==> src/rtl/uart_rx_byte_pkg.sv <==
// Shared definitions for the 8N1 UART byte receiver: FSM encoding, frame
// geometry and the default bit period for a 100 MHz clock at 115200 baud.
package uart_rx_byte_pkg;

  localparam int DEFAULT_CLKS_PER_BIT = 868;
  localparam int DATA_BITS            = 8;
  localparam int IDX_W                = $clog2(DATA_BITS);

  typedef enum logic [2:0] {
    IDLE      = 3'd0,
    START     = 3'd1,
    DATA      = 3'd2,
    STOP      = 3'd3,
    WAIT_HIGH = 3'd4
  } rx_state_e;

endpackage

==> src/rtl/uart_rx_byte_sync_ff.sv <==
// Parameterized-depth synchronizer for asynchronous single-bit inputs; flops
// preset high so an idle-high line never looks active coming out of reset.
module sync_ff #(
  parameter int STAGES = 2
) (
  input  logic clk,
  input  logic rst_n,
  input  logic d,
  output logic q
);

  logic [STAGES-1:0] sync_r;

  // Shift the raw input through the synchronizer chain
  always_ff @(posedge clk or negedge rst_n) begin
    if (!rst_n) begin
      sync_r <= '1;
    end else begin
      sync_r <= {sync_r[STAGES-2:0], d};
    end
  end

  assign q = sync_r[STAGES-1];

endmodule

==> src/rtl/uart_rx_byte.sv <==
// 8N1 UART receiver: mid-bit sampling FSM feeding a single-entry valid/ready
// holding register, with framing-error and overrun pulses.
module uart_rx_byte
  import uart_rx_byte_pkg::*;
#(
  parameter int CLKS_PER_BIT = DEFAULT_CLKS_PER_BIT,
  parameter int SYNC_STAGES  = 2
) (
  input  logic                 sys_clock,
  input  logic                 reset,
  input  logic                 rxd,
  output logic [DATA_BITS-1:0] rx_data,
  output logic                 rx_valid,
  input  logic                 rx_ready,
  output logic                 frame_err,
  output logic                 overrun,
  output logic                 busy
);

  localparam int TW = $clog2(CLKS_PER_BIT);
  localparam logic [TW-1:0]    HALF_C     = TW'(CLKS_PER_BIT / 2 - 1);
  localparam logic [TW-1:0]    FULL_C     = TW'(CLKS_PER_BIT - 1);
  localparam logic [TW-1:0]    ONE_C      = TW'(1);
  localparam logic [IDX_W-1:0] LAST_BIT_C = IDX_W'(DATA_BITS - 1);
  localparam logic [IDX_W-1:0] IDX_ONE_C  = IDX_W'(1);

  rx_state_e            state_r;
  logic [TW-1:0]        timer_r;
  logic [IDX_W-1:0]     bit_idx_r;
  logic [DATA_BITS-1:0] shift_r;
  logic                 done_r;
  logic                 rs_s;

  sync_ff #(
    .STAGES (SYNC_STAGES)
  ) u_sync (
    .clk   (sys_clock),
    .rst_n (reset),
    .d     (rxd),
    .q     (rs_s)
  );

  // Frame FSM; the timer reloads at every sample point so bit timing never drifts
  always_ff @(posedge sys_clock or negedge reset) begin
    if (!reset) begin
      state_r   <= IDLE;
      timer_r   <= '0;
      bit_idx_r <= '0;
      shift_r   <= '0;
      done_r    <= 1'b0;
      frame_err <= 1'b0;
      busy      <= 1'b0;
    end else begin
      done_r    <= 1'b0;
      frame_err <= 1'b0;
      case (state_r)
        IDLE: begin
          timer_r   <= '0;
          bit_idx_r <= '0;
          if (!rs_s) begin
            state_r <= START;
            busy    <= 1'b1;
          end
        end
        START: begin
          if (timer_r == HALF_C) begin
            timer_r <= '0;
            if (rs_s) begin
              state_r <= IDLE;
              busy    <= 1'b0;
            end else begin
              state_r   <= DATA;
              bit_idx_r <= '0;
            end
          end else begin
            timer_r <= timer_r + ONE_C;
          end
        end
        DATA: begin
          if (timer_r == FULL_C) begin
            timer_r            <= '0;
            shift_r[bit_idx_r] <= rs_s;
            if (bit_idx_r == LAST_BIT_C) begin
              state_r <= STOP;
            end else begin
              bit_idx_r <= bit_idx_r + IDX_ONE_C;
            end
          end else begin
            timer_r <= timer_r + ONE_C;
          end
        end
        STOP: begin
          if (timer_r == FULL_C) begin
            timer_r <= '0;
            if (rs_s) begin
              done_r  <= 1'b1;
              state_r <= IDLE;
              busy    <= 1'b0;
            end else begin
              frame_err <= 1'b1;
              state_r   <= WAIT_HIGH;
            end
          end else begin
            timer_r <= timer_r + ONE_C;
          end
        end
        WAIT_HIGH: begin
          // Line held low (break): wait silently for it to return to idle
          if (rs_s) begin
            state_r <= IDLE;
            busy    <= 1'b0;
          end
        end
        default: begin
          state_r <= IDLE;
          timer_r <= '0;
          busy    <= 1'b0;
        end
      endcase
    end
  end

  // Holding register: a same-cycle accept makes room for the new byte
  always_ff @(posedge sys_clock or negedge reset) begin
    if (!reset) begin
      rx_data  <= '0;
      rx_valid <= 1'b0;
      overrun  <= 1'b0;
    end else begin
      overrun <= 1'b0;
      if (done_r) begin
        if (!rx_valid || rx_ready) begin
          rx_data  <= shift_r;
          rx_valid <= 1'b1;
        end else begin
          overrun <= 1'b1;
        end
      end else if (rx_valid && rx_ready) begin
        rx_valid <= 1'b0;
      end
    end
  end

endmodule
==> config.mk <==
export PLATFORM = sky130hd
export DESIGN_NAME = uart_rx_byte
export DESIGN_NICKNAME = d
export VERILOG_FILES = /design/src/rtl/uart_rx_byte_pkg.sv /design/src/rtl/uart_rx_byte_sync_ff.sv /design/src/rtl/uart_rx_byte.sv
export SDC_FILE = /design/constraint.sdc
export NUM_CORES = 1
export LEC_CHECK = 0
export CORE_UTILIZATION = 61
export CTS_CLUSTER_SIZE = 24
export DETAILED_ROUTE_END_ITERATION = 12
export PLACE_DENSITY = 0.88
export SKIP_LAST_GASP = 1
export SYNTH_ARGS = -nofsm -noshare
export SYNTH_HDL_FRONTEND = slang
export SYNTH_SLANG_ARGS = --single-unit
==> constraint.sdc <==
create_clock -name sys_clock -period 5.9 [get_ports sys_clock]
set_input_delay 1.18 -clock sys_clock [delete_from_list [all_inputs] [get_ports sys_clock]]
set_output_delay 1.18 -clock sys_clock [all_outputs]
set_load 0.05 [all_outputs]
Yosys cells after proc, flatten, opt, wreduce, memory -nomap -nowiden. Cells that the tools add are included.

Add/sub/neg operators: 2. Multiply operators: 0. Divide/modulo/power cells: 0. Magnitude comparators: 2. Eq/ne operators: 16. Shift-type cells: 0. Mux-type cells: 36. Bitwise operators: 1. Reductions and logical operators: 14.

Operators by type and width (count): two-way mux 3 bit (11); one-hot mux 10 bit (3 select lines) (1); two-way mux 10 bit (2); two-way mux 1 bit (16); one-hot mux 3 bit (5 select lines) (1); != test 2 bit (second input constant) (7); adder 10 x 1 -> 10 bit (second input constant) (1); equality test 10 bit (second input constant) (1); equality test 10 x 9 -> 1 bit (second input constant) (1); one-hot mux 3 bit (3 select lines) (1); bitwise mux 8 bit (1); equality test 3 x 2 -> 1 bit (second input constant) (2); equality test 3 bit (second input constant) (2); AND reduction 2 bit (3); AND reduction 6 bit (1); one-hot mux 1 bit (5 select lines) (1); AND reduction 5 bit (1); < comparator 3 x 4 -> 1 bit (second input constant) (1); != test 2 x 1 -> 1 bit (second input constant) (2); AND reduction 4 bit (1); adder 3 x 1 -> 3 bit (second input constant) (1); demux 1 bit (select 3 bit) (1); equality test 3 x 1 -> 1 bit (second input constant) (1); >= comparator 3 x 1 -> 1 bit (second input constant) (1); other kinds (9) (10).

Register bits: 39. Latch bits: 0. RAM bits: 0. Bits in read-only memories: 0. Bits of input ports: 4. Output and inout bits: 12. Logic and storage cells: 82. Memories: 0.

Depth between registers and ports, before layout. Gate-level depths: netlist of the first run.

Word-level depth: 5. Mapped depth: 8. Gate-level depth less buffers: 7.

Cells and area by module. From an unflattened synthesis of the first run, not the netlist that was laid out.

Cells, all modules: 176. Area, all modules: 1873.0 um2.

Modules (own cells, without submodules): uart_rx_byte (instances 1, cells each 174, area each 1820.5 um2, seq. area each 925.9 um2); sync_ff (instances 1, cells each 2, area each 52.6 um2, seq. area each 52.6 um2).

Worst setup path before layout of the first run. No wires, ideal clock.

Path kind: input-to-reg. Start: input port rx_ready. End: register rx_data[0]. Setup time: 0.125 ns. Data arrival time: 1.920 ns. Data required time: 5.775 ns. Path slack: 3.856 ns. Stages: 3. Path buffers: 0. Path through: nand2b_1 > nand2_1 > mux2_2.

Longest elaborated chain between the ends: 2.

RTL lines: from (decl) (line uart_rx_byte.sv:14) `input logic rx_ready,`; logical OR 1 bit (line uart_rx_byte.sv:132) `if (!rx_valid || rx_ready) begin`; AND reduction 2 bit (no source line); to (signal assigned) (line uart_rx_byte.sv:133) `rx_data <= shift_r;`; to (decl) (line uart_rx_byte.sv:12) `output logic [DATA_BITS-1:0] rx_data,`.

Every way passes these cells. A chain may end at the register's enable or synchronous reset.

Worst setup path in the final report of the first run.
Start: register busy. End: output port busy.

RTL lines: from (decl) (line uart_rx_byte.sv:17) `output logic busy`; from (signal assigned) (line uart_rx_byte.sv:52) `busy <= 1'b0;`; from (signal assigned) (line uart_rx_byte.sv:62) `busy <= 1'b1;`; from (signal assigned) (line uart_rx_byte.sv:70) `busy <= 1'b0;`.

No word-level cell between the ends.

==> out/results.txt, run 1 <==
status -> complete, but fails checks
failing checks -> design-rule violations
P_int -> 316 uW
max incr delay on CP -> 810 ps
Worst path slowest cell -> clkdlybuf4s50_1
Area after DPL -> 0.00205 sq mm
num ports -> 16
most area-hungry cell type in the Yosys netlist -> dfrtp_1
initial antenna violation count -> 0
# setup viols final -> 0
Final ANT Viol Nets -> 0
synth warn -> 0
most common cell in the netlist -> dfrtp_1
PwrDens -> 194 mW/mm^2
Initial Util -> 66.4%
cell row count -> 19
Clock Sinks -> 39
clock latency on the worst-skew pair -> 340 ps
final hold slack -> 368 ps
CP delay by family, top -> buffers and inverters
RSZ-0062 raised after global routing -> false
area of the multi-input gates -> 857 sq um
TritonCTS clock tree -> built
final setup TNS -> 0 ps
Netlist Area Pre-Place -> 0.00189 sq mm
CTS max path bufs -> 2
# Max-Cap Violations -> 0
Seq pwr share -> 66.2%
setup ws final -> 3170 ps
leakage power -> 0.00100 uW
share of layout cells above drive strength 1 -> 20.4%
WL per Instance -> 16.0 microns
kind of end point of the critical path -> output port
Root Driver -> clkbuf_4
critical path launch point type -> flip-flop
share of total power in combinational logic -> 1.9%
total gr overflow -> 0
hold_buf cts -> 0
origin of the critical flop-to-flop path -> timer_r[0]
register area share after synthesis -> 51.7%
# nets final -> 193
Min Clock Period, post-route -> 2730 ps
crit-path cells -> clkdlybuf4s50_1
CP Depth -> 1
Net Sw Power -> 91.7 uW
hpwl dp -> 2.56 mm
reg2reg setup slack -> 3740 ps
ys async rst share -> 100%
Synth Register Bits -> 39
DRT Pass-1 Iters -> 8
ant diodes -> 0
Metal-1 WL -> 1.52 mm
capture point of the worst reg-to-reg path -> bit_idx_r[0]
routed via count -> 1,304
r2r worst-path depth -> 5
Arr. time, crit path -> 1550 ps
Commonest cells post-synth -> dfrtp_1, nor2_1, mux2_2
FMAX -> 366 MHz
Tcrit/Tclk final -> 46.3%
Die Width -> 57.7 microns
Worst-Margin Slew -> 844 ps
first-pass GRT wire length -> 5.99 mm
Final Max Tran Viols -> 0
Crit. Startpoint -> busy
Switching Share -> 22.5%
Layout area overhead -> 11.1%
H-tree depth -> 2
endpoints failing hold -> 0
CP endpoint -> busy
pre-CTS setup slack -> 3340 ps
vias in the first global route -> 1,358
Max transition margin -> 43.7%
Final Skew -> 5.45 ps
Routed WL -> 3.46 mm
number of port buffers -> 15
WL met3 -> 131 microns
post-cts gate resize count -> 0
Sequential cell area -> 978 sq um
pin count of the biggest net entering global routing -> 40
Netlist cell types -> 43
Num CTS Buffers -> 5
Clk network pwr share -> 31.9%
metal2 WL -> 1.77 mm
residual DRC count -> 1
CP max FO -> 4
Post-CTS Setup Inserts -> 0
largest cells by area after synthesis -> dfrtp_1, mux2_2, nor2_1
Die H -> 57.7 microns
worst min-delay path class -> flip-flop to flip-flop
Synthesized Nets -> 176
Post-Syn Instances -> 168
GR Util All Layers -> 24.5%
Buf/Inv on CP -> 1
die area -> 0.00333 sq mm
Post-synth EDFFs -> 0
Max VDD drop -> 0.000174 V
clk slew on worst S/H paths -> 110 ps
synthesized area per cell -> 11.3 sq um
Core Area -> 0.00285 sq mm
Required @ worst endpoint -> 4720 ps
number of DRC markers in iteration 0 -> 75
Main synth FF type -> dfrtp_1
GP Congestion -> 0.841
area share of the largest cell type after synthesis -> 48.9%
Final Cell Area -> 0.00210 sq mm
Top Layer Used -> met4
fillers -> 204
CP Class -> flip-flop to output port
via/cell ratio -> 6.01
sequential cells by signal, indices dropped and copies added (netlist names), 2 cells and up:
signal and count:
bit_idx_r 3, rx_data 8, shift_r 8, state_r 3, timer_r 10, u_sync.sync_r 2
metal layers:
metal / vias to the layer above / GRT usage (%)
li1: 635 / -
met1: 641 / 30.4
met4: 0 / 13.3
met3: 5 / 5.36
met5: - / 0
met2: 23 / 40.2
worst min path at each step:
stage,from,cells after the start,slack [ps],end
2_1_floorplan,u_sync.sync_r[0],0,350,u_sync.sync_r[1]
3_3_place_gp,u_sync.sync_r[0],0,350,u_sync.sync_r[1]
3_5_place_dp,u_sync.sync_r[0],0,350,u_sync.sync_r[1]
4_1_cts,u_sync.sync_r[0],0,370,u_sync.sync_r[1]
5_1_grt,u_sync.sync_r[0],0,370,u_sync.sync_r[1]
6_report,u_sync.sync_r[0],0,370,u_sync.sync_r[1]
layout make-up:
type                       count  share of cell area, %
clock inverter                 2                  0.595
timing repair buffer          15                   6.90
sequential                    39                   46.5
clock buffer                   6                   1.96
tap                           31                   1.84
inverter                       8                   1.43
multi-input combinational    116                   40.7
kinds of logic (layout without fill, tap and decap cells):
| group | Yosys count | count (layout) | share of synthesized area, % |
|---|---|---|---|
| compound gates | 28 | 28 | 11.1 |
| xor+xnor | 1 | 1 | 0.463 |
| fa+ha+maj | 4 | 4 | 2.64 |
| buf+inv | 13 | 31 | 3.04 |
| flops | 39 | 39 | 51.7 |
| mux | 21 | 21 | 12.9 |
| simple gates | 62 | 62 | 18.2 |
per-stage QoR:
step	std cells	utilization, %	power (uW)
6_report	217	73.7	408
3_5_place_dp	209	71.8	283
4_1_cts	217	73.7	413
5_1_grt	217	73.7	424
3_3_place_gp	209	71.8	283
2_1_floorplan	168	-	276
power by group through the flow:
stage                     combinational (uW)  sequential [uW]  clock (uW)
after floorplan                         2.01              274           0
after global placement                  7.89              275           0
after detailed placement                8.26              275           0
after CTS                               8.26              270         135
after global routing                    9.29              270         144
final                                   7.92              270         130
placed cells by master, fill, tap and decap left out, types with 4 or more instances in the layout:
cell and count:
a21oi_1 4, inv_1 8, dfrtp_1 37, nand2_1 10, nand3_1 6, o21ai_0 7, nor3_1 8, clkdlybuf4s50_1 14
nand2b_1 4, a21o_1 6, nor2_1 15, clkbuf_4 5, mux2_2 14, ha_1 4
Note: power is estimated with default switching activity, not from simulation.
==> run 2: changes to the inputs <==
Settings changed: CORE_UTILIZATION 61 to 57, PLACE_DENSITY 0.88 to 0.84.
Clock period 5.9 ns to 2.75 ns, I/O delays scaled along.
==> out/results.txt, run 2 (synthesis gave the netlist of run 1 again) <==
pin count of the biggest net entering global routing -> 40 (unchanged)
most frequent cells in the layout -> dfrtp_1, nor2_1, mux2_2, clkdlybuf4s50_1, nand2_1 (unchanged)
Clock Sinks -> 39 (unchanged)
critical path launch point type -> flip-flop (unchanged)
fillers -> 266 (was 204)
total gr overflow -> 0 (unchanged)
max incr delay on CP -> 830 ps (was 810 ps)
Net Sw Power -> 192 uW (was 91.7 uW)
largest registers -> timer_r (10), rx_data (8), shift_r (8) (unchanged)
endpoints failing hold -> 0 (unchanged)
most common cell after layout, fill and taps aside -> dfrtp_1 (unchanged)
P_int -> 679 uW (was 316 uW)
DRT Pass-1 Iters -> 4 (was 8)
first-pass GRT wire length -> 5.89 mm (was 5.99 mm)
Worst path slowest cell -> clkdlybuf4s50_1 (unchanged)
kind of end point of the critical path -> output port (unchanged)
clock latency on the worst-skew pair -> 340 ps (about the same)
Num CTS Buffers -> 5 (unchanged)
CP max FO -> 2 (was 4)
Final ANT Viol Nets -> 0 (unchanged)
PwrDens -> 411 mW/mm^2 (was 194 mW/mm^2)
hold_buf cts -> 0 (unchanged)
routed via count -> 1,324 (was 1,304)
number of DRC markers in iteration 0 -> 32 (was 75)
r2r worst-path depth -> 5 (unchanged)
Die H -> 59.6 microns (was 57.7 microns)
CP delay by family, top -> buffers and inverters (unchanged)
Min Clock Period, post-route -> 2120 ps
Power, Total -> 871 uW (was 408 uW)
residual DRC count -> 0 (was 1)
number of port buffers -> 15 (unchanged)
CTS max path bufs -> 2 (unchanged)
status -> finished clean (was complete, but fails checks)
RSZ-0062 raised after global routing -> false (unchanged)
via/cell ratio -> 5.76 (was 6.01)
cell row count -> 20 (was 19)
Die Width -> 59.6 microns (was 57.7 microns)
CP Depth -> 1 (unchanged)
Worst-Margin Slew -> 841 ps (was 844 ps)
Tcrit/Tclk final -> 77.0%
GP Congestion -> 0.856 (was 0.841)
Max VDD drop -> 0.000376 V (was 0.000174 V)
clk slew on worst S/H paths -> 110 ps (about the same)
hpwl dp -> 2.44 mm (was 2.56 mm)
share of total power in combinational logic -> 1.9% (about the same)
crit-path cells -> clkdlybuf4s50_1 (unchanged)
die area -> 0.00356 sq mm (was 0.00333 sq mm)
Final Skew -> 10.7 ps (was 5.45 ps)
max reg flops -> 10 (unchanged)
worst min-delay path class -> input pin to async pin (was flip-flop to flip-flop)
CP Class -> flip-flop to output port (unchanged)
Seq pwr share -> 66.5% (was 66.2%)
Root Driver -> clkbuf_4 (unchanged)
ant diodes -> 0 (unchanged)
vias in the first global route -> 1,352 (was 1,358)
FMAX -> 472 MHz
num ports -> 16 (unchanged)
H-tree depth -> 2 (unchanged)
Switching Share -> 22.1% (was 22.5%)
Buf/Inv on CP -> 1 (unchanged)
post-cts gate resize count -> 0 (unchanged)
GR Util All Layers -> 22.8% (was 24.5%)
Top reg by flops -> timer_r (unchanged)
Max transition margin -> 44.0% (was 43.7%)
# Max-Cap Violations -> 0 (unchanged)
Post-CTS Setup Inserts -> 0 (unchanged)
Final Max Tran Viols -> 0 (unchanged)
# setup viols final -> 0 (unchanged)
TritonCTS clock tree -> built (unchanged)
Arr. time, crit path -> 1570 ps (was 1550 ps)
WL per Instance -> 14.4 microns (was 16.0 microns)
share of layout cells above drive strength 1 -> 20.4% (unchanged)
initial antenna violation count -> 0 (unchanged)
Layout area overhead -> 12.0% (was 11.1%)
# nets final -> 193 (unchanged)
Routed WL -> 3.31 mm (was 3.46 mm)
final setup TNS -> 0 ps (unchanged)
leakage power -> 0.00100 uW (unchanged)
Required @ worst endpoint -> 2200 ps (was 4720 ps)
Clk network pwr share -> 31.6% (was 31.9%)
Core Area -> 0.00310 sq mm (was 0.00285 sq mm)
Initial Util -> 61.0% (was 66.4%)
[run 2: power by group through the flow]
stage	clock (uW)	sequential (uW)	combinational [uW]
floorplan	0	588	4.31
global placement	0	590	17.5
detailed placement	0	590	17.7
CTS	288	579	17.7
global route	308	580	19.8
finish	276	579	16.6
[run 2: per-layer routing]
| metal | track usage, % | routed length (microns) | share of wire, % | up-vias |
|---|---|---|---|---|
| met3 | 3.93 | 107 | 3.2 | 4 |
| met4 | 12.0 | 38 | 1.1 | 0 |
| met5 | 0 | 0 | 0 | - |
| met1 | 28.8 | 1480 | 45 | 655 |
| li1 | - | - | - | 641 |
| met2 | 37.4 | 1680 | 51 | 24 |
[run 2: layout make-up]
| cell class | count | area (sq um) | share of cell area [%] |
|---|---|---|---|
| Timing Repair Buffer | 15 | 145 | 6.85 |
| Inverter | 8 | 30.0 | 1.42 |
| Multi-Input combinational cell | 116 | 857 | 40.4 |
| Clock inverter | 2 | 12.5 | 0.590 |
| Clock buffer | 6 | 41.3 | 1.95 |
| Tap cell | 44 | 55.1 | 2.60 |
| Sequential cell | 39 | 978 | 46.2 |
[run 2: metrics by stage]
stage               util [%]  cells  setup WS [ps]  cell area, sq um  hold slack [ps]
floorplan                  -    168            831              1890              254
global placement        66.6    222            753              2070              347
detailed placement      66.6    222            673              2070              351
CTS                     68.3    230            622              2120              317
global route            68.3    230            549              2120              353
finish                  68.3    230            633              2120              294
[run 2: final timing paths]
| check | start | to | slack (ps) |
|---|---|---|---|
| worst min register to register | u_sync.sync_r[0] | u_sync.sync_r[1] | 350 |
| min in group sys_clock | u_sync.sync_r[0] | u_sync.sync_r[1] | 350 |
| worst max register to register | timer_r[0] | bit_idx_r[0] | 680 |
| worst min-delay path | reset | timer_r[4] | 290 |
| max in group asynchronous | reset | shift_r[0] | 1920 |
| worst max-delay path | rx_data[3] | rx_data[3] | 630 |
==> patch, RTL diff (settings of run 2) <==
The parameter `SYNC_STAGES` goes from 2 to 4.
--- a/src/rtl/uart_rx_byte.sv
+++ b/src/rtl/uart_rx_byte.sv
@@ -4,7 +4,7 @@
   import uart_rx_byte_pkg::*;
 #(
   parameter int CLKS_PER_BIT = DEFAULT_CLKS_PER_BIT,
-  parameter int SYNC_STAGES  = 2
+  parameter int SYNC_STAGES  = 4
 ) (
   input  logic                 sys_clock,
   input  logic                 reset,
Check against the original RTL: not equivalent (Yosys sat finds a counterexample within 4 cycles, from zero or initial values and one cycle with reset low).
==> patch against run 2 <==
- critical path depth did not move
- clock skew rose by 0.0033 ns
- design area rose by 8.6%
- register-to-register slack improved by 0.04 ns
- sequential cell count rose by 2
- sequential share of layout area fell by 1.4 points
- total power rose by 19%
- largest cell class unchanged
- worst setup slack improved by 0.035 ns
- first-iteration DRC count rose by 25%
- area after synthesis rose by 8.1%
- clock power rose by 49%
- routed wire length rose by 9.5%
- global-route usage rose by 0.46 points
==> patch: results (changes against run 2) <==
Parameter                              Value

Synthesis
  Sequential element share of the synthesized area ... 50.4% (was 51.7%)
  Cells taking the most area after synthesis ... sky130_fd_sc_hd__dfrtp_1, sky130_fd_sc_hd__mux2_2, sky130_fd_sc_hd__dfstp_2, sky130_fd_sc_hd__nand2_1, sky130_fd_sc_hd__ha_1 (was sky130_fd_sc_hd__dfrtp_1, sky130_fd_sc_hd__mux2_2, sky130_fd_sc_hd__nor2_1, sky130_fd_sc_hd__dfstp_2, sky130_fd_sc_hd__ha_1)
  Count of cell types in the netlist ... 49 (was 43)
  Fraction of synthesized cell area in xor and xnor cells ... 0% (was 0.463%)
  Fraction of the mapped netlist area in compound gates ... 11.4% (was 11.1%)
  Portion of netlist area occupied by mux cells ... 11.0% (was 12.9%)
  Average footprint of a synthesized cell ... 11.2 sq um (was 11.3 sq um)
  Net count after synthesis ... 190 (was 176)
  Commonest cells post-synth ... sky130_fd_sc_hd__dfrtp_1, sky130_fd_sc_hd__nand2_1, sky130_fd_sc_hd__nor2_1, sky130_fd_sc_hd__mux2_2, sky130_fd_sc_hd__inv_1 (was sky130_fd_sc_hd__dfrtp_1, sky130_fd_sc_hd__nor2_1, sky130_fd_sc_hd__mux2_2, sky130_fd_sc_hd__nand2_1)

Layout
  Number of filler instances in the final layout ... 237 (was 266)
  Number of nets at the end of the flow ... 206 (was 193)
  Non-clock buffers, area share ... 6.63% (was 6.85%)
  Fraction of final layout cells with drive strength greater than 1 ... 20.1% (was 20.4%)
  Clock buffers and inverters, area share ... 3.86% (was 2.54%)
  Buffers outside the clock class ... 16 (was 15)
  Finished Layout Cells ... 245 (was 230)
  Multi-input combinational cell count ... 125 (was 116)
  Multi-input gate area ... 937 sq um (was 857 sq um)
  Total number of sequential cells ... 41 (was 39)

Setup path
  R2R Setup Slk ... 0.72 ns (was 0.68 ns)
  Worst Path Arrival ... 1.53 ns (was 1.57 ns)
  Worst reg2reg startpoint ... state_r[0] (was timer_r[0])
  Reg-to-reg endpoint ... state_r[0] (was bit_idx_r[0])
  Longest individual stage delay on the worst path ... 0.80 ns (was 0.83 ns)
  Number of cells on the worst reg-to-reg path ... 4 (was 5)

Global route
  Global-route wire length before repair ... 6190 um (was 5890 um)
  Gr usage total ... 23.2% (was 22.8%)
  Vias in the first global route ... 1,342 (was 1,352)

Timing
  Post-route setup slack ... 0.669 ns (was 0.633 ns)
  Headroom to the max-slew limit ... 43.5% (was 44.0%)
  Fin Clk Skew ... 0.0140 ns (was 0.0107 ns)

Run status
  Run status ... finished clean (unchanged)

Placement
  Pre-CTS worst setup slack ... 0.767 ns (was 0.673 ns)
  Hpwl dp ... 2510 um (was 2440 um)
  Total instance count after detailed placement ... 237 (was 222)
  GP Congestion ... 0.806 (was 0.856)

Detailed routing
  Initial DRC count ... 40 (was 32)
  Wire per inst ... 14.8 um (was 14.4 um)
  Detail-routed via count per cell ... 5.86 (was 5.76)

Die
  Number of placement rows ... 21 (was 20)

Power and ir drop
  Worst supply voltage drop on vdd ... 0.311 mV (was 0.376 mV)
  Sw Share ... 20.3% (was 22.1%)
==> patch: cell types whose count changed after synthesis, sizes merged, moves of 4 or more <==
cell / change
nor3: -4
a21o: -6
o211ai: +6
nand2: +10
nand3: -5
==> patch: worst reg2reg max path: stages, from the launching register on <==
cell                        delay [ns]
sky130_fd_sc_hd__dfrtp_1          0.61
sky130_fd_sc_hd__or3b_4           0.46
sky130_fd_sc_hd__a31oi_4          0.32
sky130_fd_sc_hd__nor2_2           0.18
sky130_fd_sc_hd__a2111oi_2        0.37
==> patch: cell families (layout without fill, tap and decap cells) <==
family                     after synthesis  count (layout)
buffers and inverters                   16              33
AOI/OAI and AO/OA                       31              31
adders and majority gates                5               5
muxes                                   20              20
DFF                                     41              41
and+or+nand+nor                         69              69
==> patch: routing by layer <==
metal / wire length, um / part of all wire, % / GRT usage [%] / up-vias
met5: 0 / 0 / 0 / -
li1: - / - / - / 690
met3: 105 / 2.9 / 4.55 / 9
met2: 1690 / 47 / 33.5 / 28
met1: 1720 / 48 / 31.8 / 709
met4: 96 / 2.7 / 15.6 / 0
==> patch: how the worst min path moves through the flow <==
stage,startpoint,endpoint,slack (ns)
final,reset,rx_valid,0.28
after floorplan,reset,bit_idx_r[0],0.25
after detailed placement,u_sync.sync_r[0],u_sync.sync_r[1],0.35
after CTS,reset,rx_valid,0.31
after global placement,u_sync.sync_r[2],u_sync.sync_r[3],0.35
after global routing,reset,frame_err,0.34
==> patch: power groups by stage <==
| stage | clock, mW | combinational [mW] | sequential, mW |
|---|---|---|---|
| after CTS | 0.425 | 0.0187 | 0.612 |
| after global placement | 0 | 0.0183 | 0.623 |
| after global routing | 0.453 | 0.0209 | 0.613 |
| final | 0.411 | 0.0175 | 0.612 |
| after detailed placement | 0 | 0.0188 | 0.623 |
| after floorplan | 0 | 0.00471 | 0.621 |
